## src/rtl/instr_loader.sv

```systemverilog
// Byte-stream writer for the instruction ROM: accepts bytes over valid/ready,
// writes them from address 0 and stops on an all-zero word or a full memory.
module instr_loader #(
  parameter int SIZE  = 256,
  parameter int CNT_W = 7
) (
  input  logic             clk,
  input  logic             rst_n,
  input  logic             start,
  input  logic             in_valid,
  input  logic [7:0]       in_byte,
  output logic             in_ready,
  output logic             wr_en,
  output logic [7:0]       wr_addr,
  output logic [7:0]       wr_data,
  output logic [CNT_W-1:0] words_loaded,
  output logic             busy,
  output logic             done,
  output logic             overflow
);

  typedef enum logic [1:0] {
    IDLE,
    LOAD,
    DONE
  } state_t;

  localparam logic [7:0] LAST_ADDR = 8'(SIZE - 1);

  state_t      state;
  logic [7:0]  addr;
  logic [1:0]  lane;
  logic [23:0] shadow;
  logic        accept;
  logic [31:0] word;

  assign in_ready = (state == LOAD);
  assign accept   = in_valid && in_ready;
  // The word is only complete at lane 3, so the top byte comes straight from the input.
  assign word     = {in_byte, shadow};

  always_ff @(posedge clk or negedge rst_n) begin
    if (!rst_n) begin
      state        <= IDLE;
      addr         <= 8'd0;
      lane         <= 2'd0;
      shadow       <= 24'd0;
      wr_en        <= 1'b0;
      wr_addr      <= 8'd0;
      wr_data      <= 8'd0;
      words_loaded <= '0;
      busy         <= 1'b0;
      done         <= 1'b0;
      overflow     <= 1'b0;
    end else begin
      wr_en <= 1'b0;
      case (state)
        IDLE, DONE: begin
          if (start) begin
            state        <= LOAD;
            addr         <= 8'd0;
            lane         <= 2'd0;
            shadow       <= 24'd0;
            words_loaded <= '0;
            overflow     <= 1'b0;
            busy         <= 1'b1;
            done         <= 1'b0;
          end
        end
        LOAD: begin
          if (accept) begin
            wr_en   <= 1'b1;
            wr_addr <= addr;
            wr_data <= in_byte;
            addr    <= addr + 8'd1;
            lane    <= lane + 2'd1;
            case (lane)
              2'd0: shadow[7:0]   <= in_byte;
              2'd1: shadow[15:8]  <= in_byte;
              2'd2: shadow[23:16] <= in_byte;
              default: begin
                if (word == 32'h0) begin
                  state <= DONE;
                  busy  <= 1'b0;
                  done  <= 1'b1;
                end else begin
                  words_loaded <= words_loaded + CNT_W'(1);
                  if (addr == LAST_ADDR) begin
                    overflow <= 1'b1;
                    state    <= DONE;
                    busy     <= 1'b0;
                    done     <= 1'b1;
                  end
                end
              end
            endcase
          end
        end
        default: state <= IDLE;
      endcase
    end
  end

endmodule

```

## config.mk

```make
export PLATFORM = sky130hd
export DESIGN_NAME = instr_loader
export DESIGN_NICKNAME = d
export VERILOG_FILES = /design/src/rtl/instr_loader.sv
export SDC_FILE = /design/constraint.sdc
export NUM_CORES = 1
export LEC_CHECK = 0
export CORE_MARGIN = 4
export CORE_UTILIZATION = 50
export CTS_CLUSTER_DIAMETER = 150
export DETAILED_ROUTE_END_ITERATION = 16
export PLACE_DENSITY = 0.79
export SYNTH_ARGS = -nofsm -noshare
export SYNTH_HDL_FRONTEND = slang
export SYNTH_SLANG_ARGS = --single-unit
export TNS_END_PERCENT = 5
```

## constraint.sdc

```tcl
create_clock -name clk -period 2.58 [get_ports clk]
set_input_delay 0.774 -clock clk [delete_from_list [all_inputs] [get_ports clk]]
set_output_delay 0.774 -clock clk [all_outputs]
set_load 0.02 [all_outputs]
```

* Word-level counts from Yosys, hierarchy flattened
Index checks and enable logic that the tools add are counted.
** Storage, ports and cells
- Register bits after elaboration :: 63
- Latch bits :: 0
- Bits in writable memories :: 0
- ROM bits :: 0
- Output and inout port bits :: 28
- Memories kept :: 0
** Cells by class
- Add/subtract/negate cells :: 3
- Multiply operators :: 0
- Div/mod/pow operators :: 0
- Magnitude comparators :: 0
- Equality and inequality tests :: 14
- Shift-type cells :: 0
- Multiplexer cells :: 41
- Bitwise gates (word level) :: 0
- Reductions and logical operators :: 16
** Operators by type and width (number)
- $mux W24 :: 2
- $pmux W24 S2 :: 1
- $mux W8 :: 5
- $logic_not A32 Y1 :: 1
- $mux W7 :: 4
- $pmux W8 S2 :: 1
- $reduce_and A4 Y1 :: 4
- $mux W1 :: 15
- $mux W2 :: 7
- $pmux W7 S2 :: 1
- $ne A2 B1 Y1 const B :: 5
- $reduce_and A5 Y1 :: 2
- $add A8 B1 Y8 const B :: 1
- $eq A8 B8 Y1 const B :: 1
- $pmux W2 S2 :: 2
- $add A7 B1 Y7 const B :: 1
- $ne A2 B2 Y1 const B :: 3
- $pmux W1 S2 :: 3
- $reduce_and A6 Y1 :: 1
- $eq A2 B1 Y1 const B :: 2
- $eq A2 B2 Y1 const B :: 2
- $logic_not A2 Y1 :: 2
- $ne A3 B1 Y1 const B :: 1
- $reduce_and A3 Y1 :: 1
- other kinds (6) :: 6

* Longest topological paths before layout
- Depth in word-level cells :: 6
- Mapped depth :: 9
- Gate-level depth less buffers :: 7

* Least setup slack after synthesis
Ideal clock, no wire load.
- Kind :: input port to flip-flop
- From :: input in_byte[6]
- To :: register words_loaded[0]
- Setup time :: 0.125 ns
- Arrival time :: 1.727 ns
- Required time :: 2.455 ns
- Path slack :: 0.728 ns
- Stages on the path :: 5
- Path buffers :: 1
- Path through :: nor4_1 -> and4_1 -> buf_2 -> a21oi_1 -> mux2_2
** Between the ends
- Cells in the longest elaborated chain, start to end :: 3
** RTL lines
- from (decl) :: RTL line 11 : input logic [7:0] in_byte,
- $logic_not A32 Y1 :: RTL line 82 : if (word == 32'h0) begin
- $ne A2 B2 Y1 (no line)
- $reduce_and A5 Y1 (no line)
- to (signal assigned) :: RTL line 87 : words_loaded <= words_loaded + CNT_W'(1);
- to (decl) :: RTL line 16 : output logic [CNT_W-1:0] words_loaded,
Every way passes these cells.
A chain may end at the register's enable or synchronous reset.

* Worst setup path in the final report
- From :: register state[1]
- To :: output in_ready
** Between the ends
- Cells in the longest elaborated chain, start to end :: 1
** RTL lines
- from (decl) :: RTL line 30 : state_t state;
- from (signal assigned) :: RTL line 44 : state <= IDLE;
- from (signal assigned) :: RTL line 60 : state <= LOAD;
- from (signal assigned) :: RTL line 83 : state <= DONE;
- $eq A2 B1 Y1 :: RTL line 37 : assign in_ready = (state == LOAD);
- to (decl) :: RTL line 12 : output logic in_ready,
Every way passes these cells.

==> results.py <==
metrics = {
    "detailed_routing": {
        "detailedRoute.firstIterationViolations": 135,
        "first_pass_iters": 4,
        "route.detailed.drc": 0,
        "finalWirelength_um": 6247,
        "drtAntennaViolNets": 0,
        "routed-via-count": 2244,
        "wl_met1_um": 2863,
        "vias_per_cell": 5.447,
        "met2RoutedLength_um": 2843,
        "detailroute.wirelength.met3_um": 371,
        "wl_per_cell_um": 15.16,
        "topRoutingLayerUsed": "met4",
    },
    "finish": {
        "fin_area_mm2": 0.003498,
        "final.fill_count": 464,
        "postLayoutCoreUtil_pct": 63.92,
        "drive_above_1_share_pct": 11.18,
        "final-instance-count-excl-fill": 412,
        "antenna_cells": 0,
        "flow.area_growth_from_synthesis_pct": 24.60,
        "final_nets": 353,
    },
    "setup_path": {
        "worst_path_max_stage_delay_ns": 0.61,
        "cp.required_ns": 1.81,
        "critPathArrivalTime_ns": 1.71,
        "rr_endpoint": "shadow[15]",
        "crit_path_end_kind": "primary output",
        "setup_slack_of_the_most_critical_reg_to_reg_path_ns": 0.66,
        "slowest_stage_cell_on_the_critical_path": "sky130_fd_sc_hd__clkdlybuf4s50_1",
        "timing.critical_path.from_type": "register",
        "crit_start": "state[1]",
        "endpoint": "in_ready",
        "reg2reg_depth": 7,
        "critical_path.reg2reg.startpoint": "state[0]",
        "critical_path.max_fanout": 7,
        "timing.critical_path.cells": "nand2b_4, inv_2, clkdlybuf4s50_1",
        "setup.worst_path.class": "reg2out",
    },
    "yosys": {
        "async_flop_share_pct": 100.0,
        "netlist_top_cells_area": "sky130_fd_sc_hd__dfrtp_1 (56%), sky130_fd_sc_hd__nand2_1 (13%), sky130_fd_sc_hd__o21ai_0 (4.6%)",
        "netlist.area_leader.share_pct": 56.15,
        "syn_area_mm2": 0.002808,
        "yosys_warnings": 0,
        "postSynthCellCount": 285,
        "synthDominantAreaCellType": "sky130_fd_sc_hd__dfrtp_1",
        "ys_seq_elements": 63,
        "postSynthAreaPerCell_um2": 9.852,
        "syn_nets": 303,
        "synth_ff_type": "sky130_fd_sc_hd__dfrtp_1",
        "synth-edff-count": 0,
        "yosys.cell_types.count": 39,
        "ys_seq_area_share_pct": 56.15,
    },
    "placement": {
        "dp_hpwl_um": 4570,
        "dp.cells": 396,
        "place.gp.congestion": 0.8087,
        "placed_area_mm2": 0.003322,
        "post-place-ws_ns": 0.09640,
        "place.port_buffers": 39,
    },
    "clock_network": {
        "cts_sinks": 63,
        "clock_tree.root_cell": "sky130_fd_sc_hd__clkbuf_8",
        "maximum_root_to_sink_buffer_count": 2,
        "tritoncts_clock_tree": "done",
        "holdBufCountCts": 0,
        "htree_levels": 3,
        "worstSkewPairLatency_ns": 0.34,
        "cts.repair_timing.setup_buffer_count": 0,
        "cts_made_buffers": 9,
        "post_cts_resized": 0,
        "clkTransAtPathRegs_ns": 0.07,
    },
    "power": {
        "leakagePower_nw": 1.654,
        "vdd_drop_max_mv": 0.6404,
        "cellPowerDensity_mw_per_mm2": 885.9,
    },
    "timing": {
        "finalCritPeriodShare_pct": 96.39,
        "fin_crit_ns": 2.487,
        "maxSlewViolCount": 0,
        "fin_tns_setup_ns": 0,
        "slew_headroom_pct": 62.15,
        "maxClockFrequency_ghz": 0.4021,
        "setup_repair_after_global_routing_missed_its_margin": "no",
        "setup_viol": 0,
        "fin_worst_setup_slack_ns": 0.09323,
        "final_hold_viol_count": 0,
        "worst-slew-pin-transition_ns": 0.5678,
        "timing.clock.skew_ns": 0.009145,
    },
    "global_routing": {
        "gr-total-overflow": 0,
        "grt_pass1_vias": 2232,
        "grt_first_pass_wirelength_um": 10510,
        "groute.usage.overall_pct": 19.26,
        "number_of_antenna_violations_at_the_first_check_in_global_routing": 0,
        "grt_max_degree": 33,
    },
    "die": {
        "core_mm2": 0.005473,
        "floorplan.die.width_um": 82.94,
        "floorplan.die_area_mm2": 0.006878,
        "floorplan.initialDensity_pct": 51.30,
        "die-height_um": 82.94,
        "floorplan.io_pins": 40,
        "floorplan.rows": 27,
    },
    "run": {
        "cap_violations": 0,
    },
    "status": {
        "outcome": "finished clean",
    },
    "worst_hold_path": {
        "holdCritPathClass": "in2async",
    },
}
## power by group
group	leakage [nW]	switching (mW)	internal (mW)
Sequential	0.791	0.230	1.30
Combinational	0.773	0.430	0.374
Clock	0.0894	0.367	0.398
Total	1.65	1.03	2.07
## critical path, delay by kind of cell (launching register included)
family | cells | cell delay, ns
DFF | 1 | 0.43
buffers and inverters | 2 | 0.72
and+or+nand+nor | 1 | 0.22
## how the worst min path moves through the flow
stage                           from         end  slack [ns]  depth (start not counted)
final                          rst_n  wr_data[6]        0.36                          1
after global routing           rst_n  wr_data[6]        0.37                          1
after CTS                      rst_n  wr_data[0]        0.35                          1
after detailed placement  wr_data[5]  wr_data[5]        0.46                          2
after global placement    wr_data[4]  wr_data[4]        0.46                          2
after floorplan           shadow[16]  shadow[16]        0.45                          2
## registers in the layout (all words and copies together), names as in the netlist, 2 cells and up
| signal | cells |
|---|---|
| wr_addr | 8 |
| shadow | 24 |
| addr | 8 |
| state | 2 |
| lane | 2 |
| wr_data | 8 |
| words_loaded | 7 |
## placed cells by master, fill, tap and decap left out, types with 2 or more instances in the layout
cell	count
sky130_fd_sc_hd__nand3_1	8
sky130_fd_sc_hd__clkbuf_1	2
sky130_fd_sc_hd__dfrtp_1	63
sky130_fd_sc_hd__o22ai_2	2
sky130_fd_sc_hd__inv_2	2
sky130_fd_sc_hd__clkbuf_8	11
sky130_fd_sc_hd__mux2i_1	4
sky130_fd_sc_hd__nand4_1	5
sky130_fd_sc_hd__and4_1	4
sky130_fd_sc_hd__nand2_1	95
sky130_fd_sc_hd__ha_1	6
sky130_fd_sc_hd__nor2_1	8
sky130_fd_sc_hd__o22a_1	2
sky130_fd_sc_hd__buf_4	12
sky130_fd_sc_hd__a21oi_1	4
sky130_fd_sc_hd__xor2_1	6
sky130_fd_sc_hd__o21ai_1	3
sky130_fd_sc_hd__a22o_1	2
sky130_fd_sc_hd__inv_1	3
sky130_fd_sc_hd__nand2b_1	4
sky130_fd_sc_hd__o21ai_0	26
sky130_fd_sc_hd__clkdlybuf4s50_1	38
sky130_fd_sc_hd__clkinv_2	2
sky130_fd_sc_hd__nor4_1	8
## per-stage QoR
stage	power (mW)	hold WS, ns
floorplan	2.001	0.4490
global placement	2.306	0.4568
detailed placement	2.356	0.4620
CTS	3.122	0.3545
global route	3.304	0.3668
finish	3.099	0.3561
## Yosys cell counts (2+ instances only)
| cell type | number |
|---|---|
| sky130_fd_sc_hd__a21oi_1 | 4 |
| sky130_fd_sc_hd__a22o_1 | 2 |
| sky130_fd_sc_hd__and4_1 | 4 |
| sky130_fd_sc_hd__buf_2 | 6 |
| sky130_fd_sc_hd__buf_6 | 2 |
| sky130_fd_sc_hd__clkbuf_1 | 5 |
| sky130_fd_sc_hd__dfrtp_1 | 63 |
| sky130_fd_sc_hd__ha_1 | 6 |
| sky130_fd_sc_hd__inv_1 | 3 |
| sky130_fd_sc_hd__inv_2 | 2 |
| sky130_fd_sc_hd__mux2i_1 | 4 |
| sky130_fd_sc_hd__nand2_1 | 95 |
| sky130_fd_sc_hd__nand2b_1 | 4 |
| sky130_fd_sc_hd__nand3_1 | 8 |
| sky130_fd_sc_hd__nand4_1 | 5 |
| sky130_fd_sc_hd__nor2_1 | 8 |
| sky130_fd_sc_hd__nor4_1 | 8 |
| sky130_fd_sc_hd__o21ai_0 | 26 |
| sky130_fd_sc_hd__o21ai_1 | 3 |
| sky130_fd_sc_hd__o22a_1 | 2 |
| sky130_fd_sc_hd__o22ai_2 | 2 |
| sky130_fd_sc_hd__xor2_1 | 6 |
## kinds of logic (layout without fill, tap and decap cells)
logic type,Yosys count,after routing,synth area share [%]
XOR/XNOR,6,6,1.872
adder cells (fa/ha/maj),6,6,2.674
AND/OR/NAND/NOR,139,139,22.46
flip-flops,63,63,56.15
AO/OA/AOI/OAI,48,48,11.81
buffers and inverters,18,73,3.209
multiplexers,5,5,1.827
## metal layers
layer,vias to the layer above,track usage (%)
met5,-,0
met4,0,10.40
met3,17,5.258
met2,66,29.81
met1,1087,24.53
li1,1074,-
## layout make-up
cell class | instances | area (um2) | area share [%]
clock inverters | 3 | 17.52 | 0.5007
repair buffers | 52 | 495.5 | 14.16
flip-flops and latches | 63 | 1577 | 45.06
inverters | 5 | 18.77 | 0.5365
clock buffers | 13 | 158.9 | 4.542
well taps | 72 | 90.09 | 2.575
multi-input cells | 204 | 1141 | 32.62
(Power assumes the default switching activity.)
